### src/rtl/key_debounce_multi.sv
// Multi-channel key front end: 2-flop sync, per-key debounce FSM, press/release/long/repeat pulses.
// Latency: DEBOUNCE_CYC + 2 cycles from a clean raw edge to Key_Press/Key_Release and Key_State.
// Backpressure: none; the event outputs are free-running single-cycle pulses.
module key_debounce_multi #(
    parameter int N_KEYS       = 5,
    parameter int ACTIVE_LOW   = 1,
    parameter int DEBOUNCE_CYC = 1000000,
    parameter int LONG_CYC     = 100000000,
    parameter int REPEAT_EN    = 1,
    parameter int REPEAT_CYC   = 10000000
) (
    input  logic              CLK,
    input  logic              RST,
    input  logic [N_KEYS-1:0] Key_In,
    output logic [N_KEYS-1:0] Key_State,
    output logic [N_KEYS-1:0] Key_Press,
    output logic [N_KEYS-1:0] Key_Release,
    output logic [N_KEYS-1:0] Key_Long,
    output logic [N_KEYS-1:0] Key_Repeat
);

    localparam logic AL   = (ACTIVE_LOW != 0);
    localparam int   DW   = (DEBOUNCE_CYC > 1) ? $clog2(DEBOUNCE_CYC) : 1;
    localparam int   HMAX = ((REPEAT_EN != 0) && (REPEAT_CYC > LONG_CYC)) ? REPEAT_CYC : LONG_CYC;
    localparam int   HW   = (HMAX > 1) ? $clog2(HMAX) : 1;

    localparam logic [DW-1:0] DEB_LAST  = DW'(DEBOUNCE_CYC - 1);
    localparam logic [HW-1:0] LONG_LAST = HW'(LONG_CYC - 1);
    localparam logic [HW-1:0] REP_LAST  = HW'(REPEAT_CYC - 1);

    typedef enum logic {IDLE, HELD} state_t;

    for (genvar i = 0; i < N_KEYS; i++) begin : g_key
        logic          sync1;
        logic          sync2;
        logic          p;
        state_t        state;
        logic [DW-1:0] dcnt;
        logic [HW-1:0] hcnt;
        logic          long_done;
        logic          press_q;
        logic          release_q;
        logic          long_q;
        logic          repeat_q;

        assign p = sync2 ^ AL;

        always_ff @(posedge CLK) begin
            if (RST) begin
                sync1     <= AL;
                sync2     <= AL;
                state     <= IDLE;
                dcnt      <= '0;
                hcnt      <= '0;
                long_done <= 1'b0;
                press_q   <= 1'b0;
                release_q <= 1'b0;
                long_q    <= 1'b0;
                repeat_q  <= 1'b0;
            end else begin
                sync1     <= Key_In[i];
                sync2     <= sync1;
                press_q   <= 1'b0;
                release_q <= 1'b0;
                long_q    <= 1'b0;
                repeat_q  <= 1'b0;
                case (state)
                    IDLE: begin
                        if (!p) begin
                            dcnt <= '0;
                        end else if (dcnt == DEB_LAST) begin
                            state     <= HELD;
                            dcnt      <= '0;
                            hcnt      <= '0;
                            long_done <= 1'b0;
                            press_q   <= 1'b1;
                        end else begin
                            dcnt <= dcnt + 1'b1;
                        end
                    end
                    HELD: begin
                        // An accepted release pre-empts any long/repeat due this cycle.
                        if (!p && (dcnt == DEB_LAST)) begin
                            state     <= IDLE;
                            dcnt      <= '0;
                            hcnt      <= '0;
                            long_done <= 1'b0;
                            release_q <= 1'b1;
                        end else begin
                            dcnt <= p ? '0 : dcnt + 1'b1;
                            if (!long_done) begin
                                if (hcnt == LONG_LAST) begin
                                    long_q    <= 1'b1;
                                    long_done <= 1'b1;
                                    hcnt      <= '0;
                                end else begin
                                    hcnt <= hcnt + 1'b1;
                                end
                            end else if (REPEAT_EN != 0) begin
                                if (hcnt == REP_LAST) begin
                                    repeat_q <= 1'b1;
                                    hcnt     <= '0;
                                end else begin
                                    hcnt <= hcnt + 1'b1;
                                end
                            end
                        end
                    end
                    default: state <= IDLE;
                endcase
            end
        end

        assign Key_State[i]   = (state == HELD);
        assign Key_Press[i]   = press_q;
        assign Key_Release[i] = release_q;
        assign Key_Long[i]    = long_q;
        assign Key_Repeat[i]  = repeat_q;
    end

endmodule
### config.mk
export PLATFORM = sky130hd
export DESIGN_NAME = key_debounce_multi
export DESIGN_NICKNAME = d
export VERILOG_FILES = /design/src/rtl/key_debounce_multi.sv
export SDC_FILE = /design/constraint.sdc
export NUM_CORES = 1
export LEC_CHECK = 0
export BUFFER_PORTS_ARGS = -buffer_cell sky130_fd_sc_hd__buf_4
export CORE_ASPECT_RATIO = 1.75
export CORE_MARGIN = 5
export CORE_UTILIZATION = 45
export CTS_BUF_LIST = sky130_fd_sc_hd__clkbuf_4 sky130_fd_sc_hd__clkbuf_8
export DETAILED_ROUTE_END_ITERATION = 12
export PLACE_DENSITY_LB_ADDON = 0.25
export SLEW_MARGIN = 20
export SYNTH_ARGS = -nofsm -noshare
export SYNTH_HDL_FRONTEND = slang
export SYNTH_SLANG_ARGS = --single-unit
### constraint.sdc
create_clock -name CLK -period 2.62 [get_ports CLK]
set_clock_uncertainty 0.1 [all_clocks]
set_input_delay 0.131 -clock CLK [delete_from_list [all_inputs] [get_ports CLK]]
set_output_delay 0.131 -clock CLK [all_outputs]
set_load 0.01 [all_outputs]
==> metrics, run 1 <==
outcome=finished, final reports clean; DRC Markers=0; Clock Path Buffers=3; 1st-iter DRT viols=~560; Final Hold Slack=between 0.2 and 0.25 ns; GRT Util Overall=0.195; Setup CP Type=reg -> reg; Synth Register Bits=about 280; Setup Buffers After CTS=0; sequential share of the synthesized area=0.412; reg-to-reg slack, setup=approximately 0.13 ns; R2R depth=7; Clock Latency Late Sink=~0.56 ns; worst min path class=in -> reg; worst path required time=between 2 and 3 ns; post-route ant nets=0; die width=roughly 140 microns; clk root buf=clkbuf_8; Slew @ Worst Pin=1.11 ns; post-DP HPWL=about 24000 microns; Critical Path AT=2.84 ns; CP endpoint kind=register; commonest non-fill, non-tap cell in the layout=dfxtp_1; met3 Resource Use GR=0.0323; cell-internal power=between 6 and 7 mW; total number of cells along the worst setup path=7; vias per std cell=about 5.7; Post-Syn Area per Cell=between 8 and 9 sq um; CP max stage delay=~0.55 ns; Rel. slew slack=0.255; Worst Hold Path Cells=3; largest net degree at the start of global routing=31; vias in the first global route=11900; delay-heaviest family, CP=simple AND/OR/NAND/NOR gates; CP Launch Type=register; sw frac=0.218; initial antenna violation count=1; hold_sp=Key_In[3]; fin. max-slew vios=0; min Tclk post-route=between 2 and 2.5 ns; Yosys cell types=between 70 and 80; CTS clock-pin slew for the worst setup and hold paths=approximately 0.070 ns; DR vias=~12000; Leak Pwr=5.20 nW; RSZ-0062 raised after global routing=no; core area=roughly 30000 sq um; Hold EP=g_key[3].sync1; syn_nets=1655; Post-synth top flop=dfxtp_1; total of max-cap violations=0; final cell count without fillers=~2100; NetSw=between 1.5 and 2 mW; area added between synthesis and finish=15.2%; total negative slack=0 ns; # setup viols final=0; final period utilization=0.951; M1 GR Usage=0.199; Layout Nets=roughly 1700; Port Buffers=31; drt total wl=roughly 33000 microns; Core Util, Final=0.524; final worst slack=approximately 0.13 ns; fmax=0.401 GHz; Place WS=0.0626 ns; Routed WL per cell=15.6 microns; worst-path cell chain=or4_1 > or4_4 > o31ai_4 > or3_1 > buf_12 > nor3_1 > a211o_1; num rows=83; htree depth=2; Cell Area, Placed=14300 sq um; Synth Instances=about 1600; Max VDD drop=around 400 uV; Sequential Power Share=0.507; Pre-Repair DR Iteration Count=5; met2 usage=0.376; CTS buffer count=43; final hold vios=0; CP Max Fanout=16; Finished Cell Area=approximately 15000 sq um; layout cells sized above 1=0.138; Initial Utilization=0.455; Ys Warns=0; CTS tree=built; num ports=32; clock share of power=0.476; R2R Path Start=g_key[1].dcnt[10]; slowest CP cell=or4_1; EDFF count, synth=0; most frequent cells in the layout=dfxtp_1 (275), nor2_1 (183), nand2_1 (159); GPL Wtd Cong=0.948; R2R Path End=g_key[1].hcnt[14]; Worst Path Buf+Inv=1; Die Height=~240 microns; grt ovf=0; Combinational Power Share=0.017; PwrDens=roughly 540 nW/um^2; CP Launch Point=g_key[1].dcnt[10]; async set-reset flop share out of synthesis=0; first-pass GRT wire length=approximately 55000 microns; busiest grt layer=met2; dpl cells=between 2000 and 2500; Die ar.=roughly 33000 sq um; Synth Cell Area=13400 sq um; Num Clock Sinks=approximately 280; Design Power=a little over 8 mW
-- cells in the mapped netlist (26+ instances only) --
library cell	number	area share
nor4_1	36	0.017
nand3_1	109	0.041
xnor2_1	43	0.028
or3_1	38	0.018
xor2_1	62	0.041
clkbuf_1	46	0.013
nand2_1	159	0.045
buf_4	26	0.015
a21oi_1	88	0.033
o21ai_0	64	0.024
and3_1	43	0.020
nor3_1	57	0.021
inv_1	42	0.012
nor2_1	184	0.052
nand4_1	59	0.028
dfxtp_1	275	0.41
a31oi_1	52	0.024
-- worst reg2reg max path, delay by kind of cell (launching register included) --
family	cells	cell delay [ns]
buffers and inverters	1	0.15
DFF	1	0.35
AOI/OAI and AO/OA	2	0.51
and+or+nand+nor	4	1.28
-- how the worst max path moves through the flow --
stage / to
finish: g_key[1].hcnt[14]
global route: g_key[4].hcnt[18]
CTS: g_key[2].hcnt[7]
detailed placement: g_key[2].hcnt[12]
global placement: g_key[2].hcnt[13]
floorplan: g_key[4].hcnt[2]
-- logic make-up after synthesis --
logic type / synth area share
adder cells (fa/ha/maj): 0.00936
multiplexers: 0.00908
XOR/XNOR: 0.0688
flip-flops: 0.412
buffers and inverters: 0.0467
AO/OA/AOI/OAI: 0.133
AND/OR/NAND/NOR: 0.321
-- area by class of cell --
cell class | instances | area, sq um
antenna | 1 | 2.50
clock buffer | 67 | 841
clock inverter | 9 | 103
fill | 2817 | 14000
inverter | 42 | 158
multi-input combinational | 1235 | 7290
sequential | 275 | 5510
tap | 382 | 478
timing repair buffer | 129 | 1030
-- state kept, by name, summed over array words and instances, names as in the netlist, named ones only --
signal	count
g_key.sync1	5
g_key.hcnt	135
g_key.long_done	5
g_key.dcnt	100
g_key.long_q	5
g_key.release_q	5
g_key.repeat_q	5
g_key.press_q	5
g_key.sync2	5
-- power groups by stage --
| stage | logic, mW | clock network, mW | registers (mW) |
|---|---|---|---|
| global placement | 0.132 | 0 | 4.30 |
| detailed placement | 0.134 | 0 | 4.30 |
| floorplan | 0.0792 | 0 | 4.29 |
| CTS | 0.144 | 4.08 | 4.20 |
| finish | 0.144 | 3.94 | 4.20 |
| global route | 0.156 | 4.24 | 4.20 |
-- layer usage --
layer | routed length (microns) | vias up | part of all wire
met5 | 0 | - | 0
met4 | 1580 | 0 | 0.047
met3 | 1430 | 107 | 0.043
met2 | 17800 | 275 | 0.53
met1 | 12500 | 5680 | 0.38
li1 | - | 6059 | -
-- what timing repair did --
action,CTS,global route
setup endpoints to repair,0,33
hold endpoints to repair,25,0
hold buffers,8,0
resized for setup,0,10
(Power assumes the default switching activity.)
==> run 2: changes to the inputs <==
--- a/config.mk
+++ b/config.mk
@@ -8,7 +8,7 @@
 export BUFFER_PORTS_ARGS = -buffer_cell sky130_fd_sc_hd__buf_4
 export CORE_ASPECT_RATIO = 1.75
 export CORE_MARGIN = 5
-export CORE_UTILIZATION = 45
+export CORE_UTILIZATION = 65
 export CTS_BUF_LIST = sky130_fd_sc_hd__clkbuf_4 sky130_fd_sc_hd__clkbuf_8
 export DETAILED_ROUTE_END_ITERATION = 12
 export PLACE_DENSITY_LB_ADDON = 0.25
==> run 2 against run 1 <==
Sequential power barely moved. Non-clock buffer count fell by 12. Maximum frequency fell by 1.4%. Final cell count fell by 7.0%. Global-route usage rose by 8.1 points. Worst hold slack got worse by 0.029 ns. Wire length fell by 1.1%. Die area fell by 29%. Largest cell class unchanged. Largest power group unchanged. Highest routed layer unchanged.
==> metrics, run 2 (synthesized netlist as in run 1, its figures left out) <==
outcome=finished, final reports clean; delay-heaviest family, CP=simple AND/OR/NAND/NOR gates; DR vias=12300 (+1.8%); Layout Nets=1728 (-0.86%); sequential standard cell area=5510 sq um (about the same); final cell count without fillers=1990 (-7.0%); Place WS=0.0701 ns (+0.00751 ns); post-DP HPWL=23600 microns (-2.8%); min Tclk post-route=2.53 ns (+0.0358 ns); met2 usage=0.529 (+0.153); num ports=32 (unchanged); Routed WL per cell=16.6 microns (+6.3%); clk root buf=clkbuf_8; vias in the first global route=12000 (+0.82%); fin. max-slew vios=0 (unchanged); final period utilization=0.965 (+0.0137); final hold vios=0 (unchanged); worst-path cell chain=or4_1 > or4b_4 > nor4_4 > buf_4 > nor3_2 > buf_12 > a41oi_1 > a31oi_1; worst path required time=2.95 ns (-0.02 ns); initial antenna violation count=0 (-1); area added between synthesis and finish=13.5%; vias per std cell=6.20 (+9.5%); Rel. slew slack=0.517 (+0.262); Num Clock Sinks=275 (unchanged); GPL Wtd Cong=0.951 (+0.35%); CP Max Fanout=32 (+16); commonest non-fill, non-tap cell in the layout=dfxtp_1; Leak Pwr=5.18 nW (-0.43%); slowest CP cell=or4b_4; Die ar.=23600 sq um (-29%); Critical Path AT=2.86 ns (+0.02 ns); Core Util, Final=0.748 (+0.223); Final Hold Slack=0.184 ns (-0.0294 ns); Port Buffers=31 (unchanged); num rows=69 (-17%); Finished Cell Area=15200 sq um (-1.5%); cell-internal power=6.66 mW (+2.6%); die width=118 microns (-16%); core area=20300 sq um (-31%); final worst slack=0.0928 ns (-0.0358 ns); clock share of power=0.485 (+0.009); M1 GR Usage=0.277 (+0.0781); Sequential Power Share=0.499 (-0.008); busiest grt layer=met2; largest net degree at the start of global routing=33 (+6.5%); Clock Latency Late Sink=0.58 ns (+0.02 ns); CP Launch Type=register; 1st-iter DRT viols=709 (+28%); Combinational Power Share=0.017 (about the same); PwrDens=556 nW/um^2 (+3.2%); Initial Utilization=0.659 (+0.204); Max VDD drop=650 uV (+65%); drt total wl=33000 microns (-1.1%); Pre-Repair DR Iteration Count=7 (+2); first-pass GRT wire length=55100 microns (-0.70%); total negative slack=0 ns (unchanged); RSZ-0062 raised after global routing=no; GRT Util Overall=0.276 (+0.0815); htree depth=2 (unchanged); DRC Markers=0 (unchanged); Largest regs=g_key.hcnt x135, g_key.dcnt x100; grt ovf=0 (unchanged); Die Height=200 microns (-16%); fillers=1526 (-46%); CP endpoint kind=register; Setup CP Type=reg -> reg; total of max-cap violations=0 (unchanged); worst min path class=in -> reg; multi-input logic area=7290 sq um (about the same); max reg flops=135 (unchanged); Antenna Cells=0 (-1); Worst Path Buf+Inv=2 (+1); Slew @ Worst Pin=0.722 ns (-0.386 ns); Design Power=8.43 mW (+1.6%); CTS clock-pin slew for the worst setup and hold paths=0.07 ns (about the same); Clock Path Buffers=3 (unchanged); post-route ant nets=0 (unchanged); Setup Buffers After CTS=0 (unchanged); most frequent cells in the layout=dfxtp_1 (274), nor2_1 (184), nand2_1 (159); CP max stage delay=0.52 ns (-0.03 ns); # setup viols final=0 (unchanged); CTS buffer count=40 (-7.0%); layout cells sized above 1=0.132 (-0.00627); Biggest register=g_key.hcnt; Cell Area, Placed=14100 sq um (-1.8%); NetSw=1.77 mW (-1.8%); CTS tree=built; fmax=0.396 GHz (-1.4%); sw frac=0.210 (-0.00742); dpl cells=1911 (-7.0%); met3 Resource Use GR=0.0459 (+0.0136)
==> run 2: layer usage <==
metal,routed length (microns),vias up
li1,-,6033
met1,12000,5788
met2,17700,372
met3,1520,144
met4,1780,0
met5,0,-
==> run 2: cell type report <==
type	instances	share of cell area
Inverter	42	0.0104
Tap cell	248	0.0205
Sequential cell	275	0.363
Clock buffer	63	0.0547
Timing Repair Buffer	117	0.0606
Clock inverter	10	0.0102
Multi-Input combinational cell	1235	0.481
==> run 2: worst register-to-register path: stages, from the launching register on <==
cell	delay, ns
dfxtp_1	0.37
or4_1	0.50
or4b_4	0.52
nor4_4	0.20
buf_4	0.18
nor3_2	0.05
buf_12	0.18
a41oi_1	0.22
a31oi_1	0.07
==> run 2: worst paths after layout <==
path,slack [ns],from,end,cells after the start
min,0.18,Key_In[3],g_key[3].sync1,3
max reg2reg,0.09,g_key[3].hcnt[18],g_key[3].hcnt[9],8
max,0.09,g_key[3].hcnt[18],g_key[3].hcnt[9],8
min reg2reg,0.31,g_key[0].sync1,g_key[0].sync2,1
==> run 2: what timing repair did <==
action | 4_1_cts | 5_1_grt
endpoints found under the setup margin | 0 | 36
resized for setup | 0 | 10
hold buffers | 6 | 0
hold endpoints to repair | 17 | 0
==> run 2: power by group through the flow <==
stage / clock, mW / combinational (mW) / sequential, mW
detailed placement: 0 / 0.130 / 4.30
global placement: 0 / 0.128 / 4.30
global route: 4.36 / 0.152 / 4.20
CTS: 4.17 / 0.138 / 4.20
floorplan: 0 / 0.0792 / 4.29
finish: 4.08 / 0.140 / 4.20
